==> src/rtl/cache_pkg.sv <==
// rtl/cache_pkg.sv - shared widths, state encoding and request type for the cache request driver
package cache_pkg;

  localparam int CACHE_ADDR_WIDTH  = 8;
  localparam int CACHE_DATA_WIDTH  = 8;
  localparam int CACHE_QUEUE_DEPTH = 4;
  localparam int CACHE_TIMEOUT     = 16;

  typedef enum logic [1:0] {
    IDLE  = 2'd0,
    ISSUE = 2'd1,
    WAIT  = 2'd2,
    RESP  = 2'd3
  } drv_state_t;

  typedef struct packed {
    logic                        we;
    logic [CACHE_ADDR_WIDTH-1:0] addr;
    logic [CACHE_DATA_WIDTH-1:0] wdata;
  } cache_req_t;

endpackage

==> src/rtl/req_fifo.sv <==
// rtl/req_fifo.sv - request queue with registered storage; head is the oldest entry
module req_fifo #(
  parameter int WIDTH = 17,
  parameter int DEPTH = 4
) (
  input  logic             clk,
  input  logic             rst,
  input  logic             push,
  input  logic             pop,
  input  logic [WIDTH-1:0] din,
  output logic [WIDTH-1:0] head,
  output logic             full,
  output logic             empty
);

  localparam int AW = $clog2(DEPTH);

  logic [WIDTH-1:0] mem [DEPTH];
  logic [AW-1:0]    wr_ptr;
  logic [AW-1:0]    rd_ptr;
  logic [AW:0]      count;
  logic             do_push;
  logic             do_pop;

  // full/empty come from the count only, so a same-cycle pop never frees a slot early
  assign full    = (count == (AW+1)'(DEPTH));
  assign empty   = (count == '0);
  assign do_push = push && !full;
  assign do_pop  = pop && !empty;
  assign head    = mem[rd_ptr];

  always_ff @(posedge clk or negedge rst) begin
    if (!rst) begin
      wr_ptr <= '0;
      rd_ptr <= '0;
      count  <= '0;
    end else begin
      if (do_push) wr_ptr <= wr_ptr + 1'b1;
      if (do_pop)  rd_ptr <= rd_ptr + 1'b1;
      case ({do_push, do_pop})
        2'b10:   count <= count + 1'b1;
        2'b01:   count <= count - 1'b1;
        default: count <= count;
      endcase
    end
  end

  always_ff @(posedge clk) begin
    if (do_push) mem[wr_ptr] <= din;
  end

endmodule

==> src/rtl/cache_req_driver.sv <==
// rtl/cache_req_driver.sv - queues CPU requests and drives them one at a time onto the cache re/we/done handshake
module cache_req_driver
  import cache_pkg::*;
#(
  parameter int ADDR_WIDTH     = CACHE_ADDR_WIDTH,
  parameter int DATA_WIDTH     = CACHE_DATA_WIDTH,
  parameter int QUEUE_DEPTH    = CACHE_QUEUE_DEPTH,
  parameter int TIMEOUT_CYCLES = CACHE_TIMEOUT
) (
  input  logic                  clk,
  input  logic                  rst,
  input  logic                  req_valid,
  output logic                  req_ready,
  input  logic                  req_we,
  input  logic [ADDR_WIDTH-1:0] req_addr,
  input  logic [DATA_WIDTH-1:0] req_wdata,
  output logic                  cache_re,
  output logic                  cache_we,
  output logic [ADDR_WIDTH-1:0] cache_addr,
  output logic [DATA_WIDTH-1:0] cache_wdata,
  input  logic [DATA_WIDTH-1:0] cache_rdata,
  input  logic                  cache_done,
  input  logic                  cache_op_in_progress,
  output logic                  resp_valid,
  input  logic                  resp_ready,
  output logic [DATA_WIDTH-1:0] resp_rdata,
  output logic                  resp_we,
  output logic                  resp_timeout,
  output logic                  busy,
  output logic                  spurious_done
);

  localparam int REQ_W = 1 + ADDR_WIDTH + DATA_WIDTH;
  localparam int CW    = $clog2(TIMEOUT_CYCLES);
  localparam logic [CW-1:0] CNT_LAST = CW'(TIMEOUT_CYCLES - 1);

  drv_state_t            state;
  logic [CW-1:0]         cnt;
  logic                  op_we;
  logic [ADDR_WIDTH-1:0] op_addr;
  logic [DATA_WIDTH-1:0] op_wdata;

  logic                  fifo_full;
  logic                  fifo_empty;
  logic                  fifo_push;
  logic                  fifo_pop;
  logic [REQ_W-1:0]      fifo_head;
  logic                  head_we;
  logic [ADDR_WIDTH-1:0] head_addr;
  logic [DATA_WIDTH-1:0] head_wdata;

  assign req_ready  = !fifo_full;
  assign fifo_push  = req_valid && !fifo_full;
  assign fifo_pop   = (state == IDLE) && !fifo_empty && !cache_op_in_progress;
  assign head_we    = fifo_head[REQ_W-1];
  assign head_addr  = fifo_head[DATA_WIDTH +: ADDR_WIDTH];
  assign head_wdata = fifo_head[DATA_WIDTH-1:0];

  assign cache_addr  = op_addr;
  assign cache_wdata = op_wdata;
  assign busy        = (state != IDLE) || !fifo_empty;

  req_fifo #(
    .WIDTH (REQ_W),
    .DEPTH (QUEUE_DEPTH)
  ) u_req_fifo (
    .clk   (clk),
    .rst   (rst),
    .push  (fifo_push),
    .pop   (fifo_pop),
    .din   ({req_we, req_addr, req_wdata}),
    .head  (fifo_head),
    .full  (fifo_full),
    .empty (fifo_empty)
  );

  always_ff @(posedge clk or negedge rst) begin
    if (!rst) begin
      state         <= IDLE;
      cnt           <= '0;
      op_we         <= 1'b0;
      op_addr       <= '0;
      op_wdata      <= '0;
      cache_re      <= 1'b0;
      cache_we      <= 1'b0;
      resp_valid    <= 1'b0;
      resp_rdata    <= '0;
      resp_we       <= 1'b0;
      resp_timeout  <= 1'b0;
      spurious_done <= 1'b0;
    end else begin
      // a done outside WAIT cannot belong to our request; flag it and otherwise ignore it
      if (cache_done && (state != WAIT)) spurious_done <= 1'b1;

      case (state)
        IDLE: begin
          if (fifo_pop) begin
            op_we    <= head_we;
            op_addr  <= head_addr;
            op_wdata <= head_wdata;
            cache_re <= !head_we;
            cache_we <= head_we;
            state    <= ISSUE;
          end
        end
        ISSUE: begin
          cache_re <= 1'b0;
          cache_we <= 1'b0;
          cnt      <= '0;
          state    <= WAIT;
        end
        WAIT: begin
          // done takes priority over a timeout expiring in the same cycle
          if (cache_done) begin
            resp_valid   <= 1'b1;
            resp_rdata   <= op_we ? '0 : cache_rdata;
            resp_we      <= op_we;
            resp_timeout <= 1'b0;
            state        <= RESP;
          end else if (cnt == CNT_LAST) begin
            resp_valid   <= 1'b1;
            resp_rdata   <= '0;
            resp_we      <= op_we;
            resp_timeout <= 1'b1;
            state        <= RESP;
          end else begin
            cnt <= cnt + 1'b1;
          end
        end
        RESP: begin
          if (resp_ready) begin
            resp_valid <= 1'b0;
            state      <= IDLE;
          end
        end
        default: state <= IDLE;
      endcase
    end
  end

endmodule

==> config.mk <==
export PLATFORM = sky130hd
export DESIGN_NAME = cache_req_driver
export DESIGN_NICKNAME = d
export VERILOG_FILES = /design/src/rtl/cache_pkg.sv /design/src/rtl/req_fifo.sv /design/src/rtl/cache_req_driver.sv
export SDC_FILE = /design/constraint.sdc
export NUM_CORES = 1
export LEC_CHECK = 0
export ABC_AREA = 0
export CAP_MARGIN = 20
export CORE_ASPECT_RATIO = 1.5
export CORE_MARGIN = 1.5
export CORE_UTILIZATION = 49
export CTS_CLUSTER_SIZE = 12
export DETAILED_ROUTE_END_ITERATION = 10
export GPL_ROUTABILITY_DRIVEN = 0
export PLACE_DENSITY = 0.76
export SLEW_MARGIN = 15
export SYNTH_ARGS = -nofsm -noshare
export SYNTH_HDL_FRONTEND = slang
export SYNTH_SLANG_ARGS = --single-unit
==> constraint.sdc <==
create_clock -name clk -period 2.3 [get_ports clk]
set_input_delay 0.575 -clock clk [delete_from_list [all_inputs] [get_ports clk]]
set_output_delay 0.575 -clock clk [all_outputs]
set_load 0.02 [all_outputs]
==> impl_metrics.py <==
metrics = {
    "clock_network": {
        "worstSkewPairLatency_ns": 0.34,
        "cts_hold_buf": 0,
        "h-tree-depth": 3,
        "cts_max_path_buffers": 2,
        "clk_pin_slew_ns": 0.07,
        "numClockSinks": 112,
        "cts_tree": "yes",
        "numCtsBuffers": 9,
        "cts_setup_buffers": 0,
        "cts-root-buf": "clkbuf_16",
    },
    "place": {
        "dp_hpwl_um": 5024,
        "placed_cells": 425,
        "numPortBuffers": 62,
    },
    "finish": {
        "area_delta_synth_final_pct": 25.51,
        "layout.cells.most_common": "edfxtp_1",
        "n_antenna_cell": 0,
        "layout.cells.non_filler": 441,
        "utilization_pct": 63.71,
        "drive_gt1_share_pct": 18.13,
        "nets": 369,
        "mostFrequentLayoutCells": "68 x edfxtp_1, 59 x clkdlybuf4s50_1, 44 x dfrtp_1",
    },
    "route": {
        "vias": 2389,
        "detail_route.drc_violations": 0,
        "antenna_left": 0,
        "routed_wl_um": 7574,
        "dr.pass1.iters": 4,
        "wl_per_cell_um": 17.17,
        "via_per_inst": 5.417,
        "drt-initial-drc-count": 85,
    },
    "setup_path": {
        "critical_path.max_fanout": 4,
        "critPathLaunchType": "register",
        "cp_top_family": "simple AND/OR/NAND/NOR gates",
        "crit_cells": 3,
        "cp_slowest_cell": "dfrtp_1",
        "cp-end-kind": "output port",
        "worstPathArrival_ns": 1.52,
        "r2r-end": "u_req_fifo.count[2]$_DFFE_PN0P_",
        "critical_path_class": "reg2out",
        "critPathBufInv": 1,
        "rr_worst_depth": 9,
        "r2r_start": "state[0]$_DFFE_PN0P_",
        "reg2reg_slack_ns": 0.23,
        "crit_path_cell_trace": "nor3_2, nand2_1, dlygate4sd2_1",
        "max_stage_delay_ns": 0.41,
        "required_ns": 1.73,
    },
    "power": {
        "peakVddDrop_mv": 0.6534,
        "total_power_mw": 7.122,
        "p_int_mw": 4.943,
        "p_sw_mw": 2.179,
        "clkPwrFrac_pct": 19.7,
        "p_leak_nw": 2.183,
        "comb_power_share_pct": 37.5,
        "swShare_pct": 30.59,
        "seqPwrFrac_pct": 42.8,
        "power.density_mw_per_mm2": 1259,
    },
    "yosys": {
        "synthAdderAreaFrac_pct": 3.497,
        "synth_seq_area_share_pct": 69.72,
        "synth_compound_area_share_pct": 3.719,
        "synth_top_family_by_area": "multiplexers",
        "synth_seq_cells": 112,
        "yosysWarnings": 0,
        "synth_area_mm2": 0.004508,
        "synth_xor_area_share_pct": 1.166,
        "synthSimpleGateAreaFrac_pct": 3.969,
        "synthCells": 245,
        "synth_cell_types": 37,
        "syn_avg_cell_area_um2": 18.40,
        "synth_nets": 288,
        "synth_mux_area_share_pct": 15.57,
    },
    "sta": {
        "clock_skew_ns": 0.007131,
        "setup_viol": 0,
        "finalHoldViolCount": 0,
        "tightest_slew_ns": 0.5319,
        "fmax_mhz": 477.5,
        "hold_ws_ns": 0.1917,
        "post-route-min-period_ns": 2.094,
        "slew_violations": 0,
        "rsz0062_at_grt": "no",
        "period_share_pct": 91.06,
        "timing.slew.headroom_pct": 64.41,
        "fin_setup_tns_ns": 0,
    },
    "die": {
        "io-pin-count": 63,
        "core_area_mm2": 0.008881,
        "dieArea_mm2": 0.009796,
        "die_w_um": 81.32,
        "rows": 42,
        "start_util_pct": 50.76,
        "die_y_um": 120.5,
    },
    "global_route": {
        "grt_pass1_wl_um": 12450,
        "track_usage_pct": 17.59,
        "first_global_vias": 2538,
        "grt_overflow": 0,
        "antenna_found_initial": 0,
        "grt_max_degree": 23,
    },
    "min_path": {
        "hold_class": "in2async",
    },
    "run_status": {
        "status": "finished clean",
    },
    "flow_run": {
        "cap_violations": 0,
    },
}
-- metal layers --
layer | wire [um] | part of all wire [%] | global-route usage [%]
met1 | 3185 | 42 | 21.74
met2 | 3839 | 51 | 28.93
met3 | 331 | 4.4 | 3.698
met4 | 217 | 2.9 | 8.513
met5 | 0 | 0 | 0
-- worst register-to-register path, stage by stage, from the launching register on --
cell and delay (ns):
dfrtp_1 0.41, inv_1 0.16, ha_4 0.19, nor3b_4 0.20
ha_1 0.19, inv_1 0.06, fa_1 0.37, xor2_1 0.17
nor2_1 0.11, xor2_1 0.15
-- synth_stat cells, drive strengths merged --
cell type / n / area, um^2
inv: 12 / 45.04
xor2: 3 / 26.28
edfxtp: 68 / 2042
ha: 11 / 137.6
nand2b: 1 / 6.260
nand3b: 1 / 7.510
dfrtp: 44 / 1101
o32a: 1 / 10.01
buf: 7 / 61.30
and3: 5 / 31.28
mux2: 20 / 255.3
a31oi: 1 / 6.260
a21oi: 4 / 20.02
fa: 1 / 20.02
a21o: 1 / 7.510
nand3: 2 / 10.01
o22ai: 2 / 12.51
o21ai: 4 / 23.77
a221o: 1 / 10.01
nand2: 11 / 41.29
nor2: 6 / 22.52
nor2b: 2 / 12.51
nand4: 1 / 6.260
mux4: 17 / 416.7
mux2i: 3 / 30.03
a22o: 8 / 70.07
and2: 2 / 12.51
nor3b: 1 / 18.77
nor3: 1 / 10.01
xnor2: 3 / 26.28
o211ai: 1 / 7.510
-- power by group through the flow --
stage	Combinational (mW)	Sequential [mW]	Clock [mW]
after floorplan	1.47	3.28	0
after global placement	2.63	3.06	0
after detailed placement	2.70	3.09	0
after CTS	2.71	3.06	1.45
after global routing	2.92	3.11	1.53
final	2.67	3.04	1.40
-- stage by stage --
step | setup WS, ns | instance area (um^2)
global route | 0.06798 | 5658
floorplan | 0.02220 | 4512
finish | 0.2057 | 5658
CTS | 0.05040 | 5643
detailed placement | -0.1117 | 5375
global placement | -0.08165 | 5375
-- repair_timing --
item,CTS,global route
endpoints found under the setup margin,1,2
gates cloned,0,0
pin swaps,0,0
gates resized for setup,1,3
-- worst max path at each step --
stage                                         start                              end  slack [ns]
finish              u_req_fifo.count[1]$_DFFE_PN0P_                             busy        0.21
global route                   state[1]$_DFFE_PN0P_  u_req_fifo.count[2]$_DFFE_PN0P_        0.07
CTS                 u_req_fifo.count[0]$_DFFE_PN0P_                        req_ready        0.05
detailed placement             cache_op_in_progress  u_req_fifo.count[2]$_DFFE_PN0P_       -0.11
global placement               cache_op_in_progress  u_req_fifo.count[2]$_DFFE_PN0P_       -0.08
floorplan                      state[0]$_DFFE_PN0P_  u_req_fifo.count[2]$_DFFE_PN0P_        0.02
-- cell families after synthesis --
group / Yosys count
compound gates: 23
xor+xnor: 6
fa+ha+maj: 12
buf+inv: 19
flops: 112
mux: 40
simple gates: 33
-- final cells by class --
class	count	area, um^2
Fill cell	662	3223
Sequential cell	112	3143
Multi-Input combinational cell	114	1271
Timing Repair Buffer	77	792.0
Clock buffer	13	250.2
Tap cell	110	137.6
Inverter	12	45.04
Clock inverter	3	18.77
-- flip-flops by register name, indices dropped and copies added, names as in the netlist --
signal,cells
cache_addr,8
cache_re,1
cache_wdata,8
cache_we,1
cnt,4
op_we,1
resp_rdata,8
resp_timeout,1
resp_valid,1
resp_we,1
spurious_done,1
state,2
u_req_fifo.count,3
u_req_fifo.mem,68
u_req_fifo.rd_ptr,2
u_req_fifo.wr_ptr,2
(Power assumes the default switching activity.)
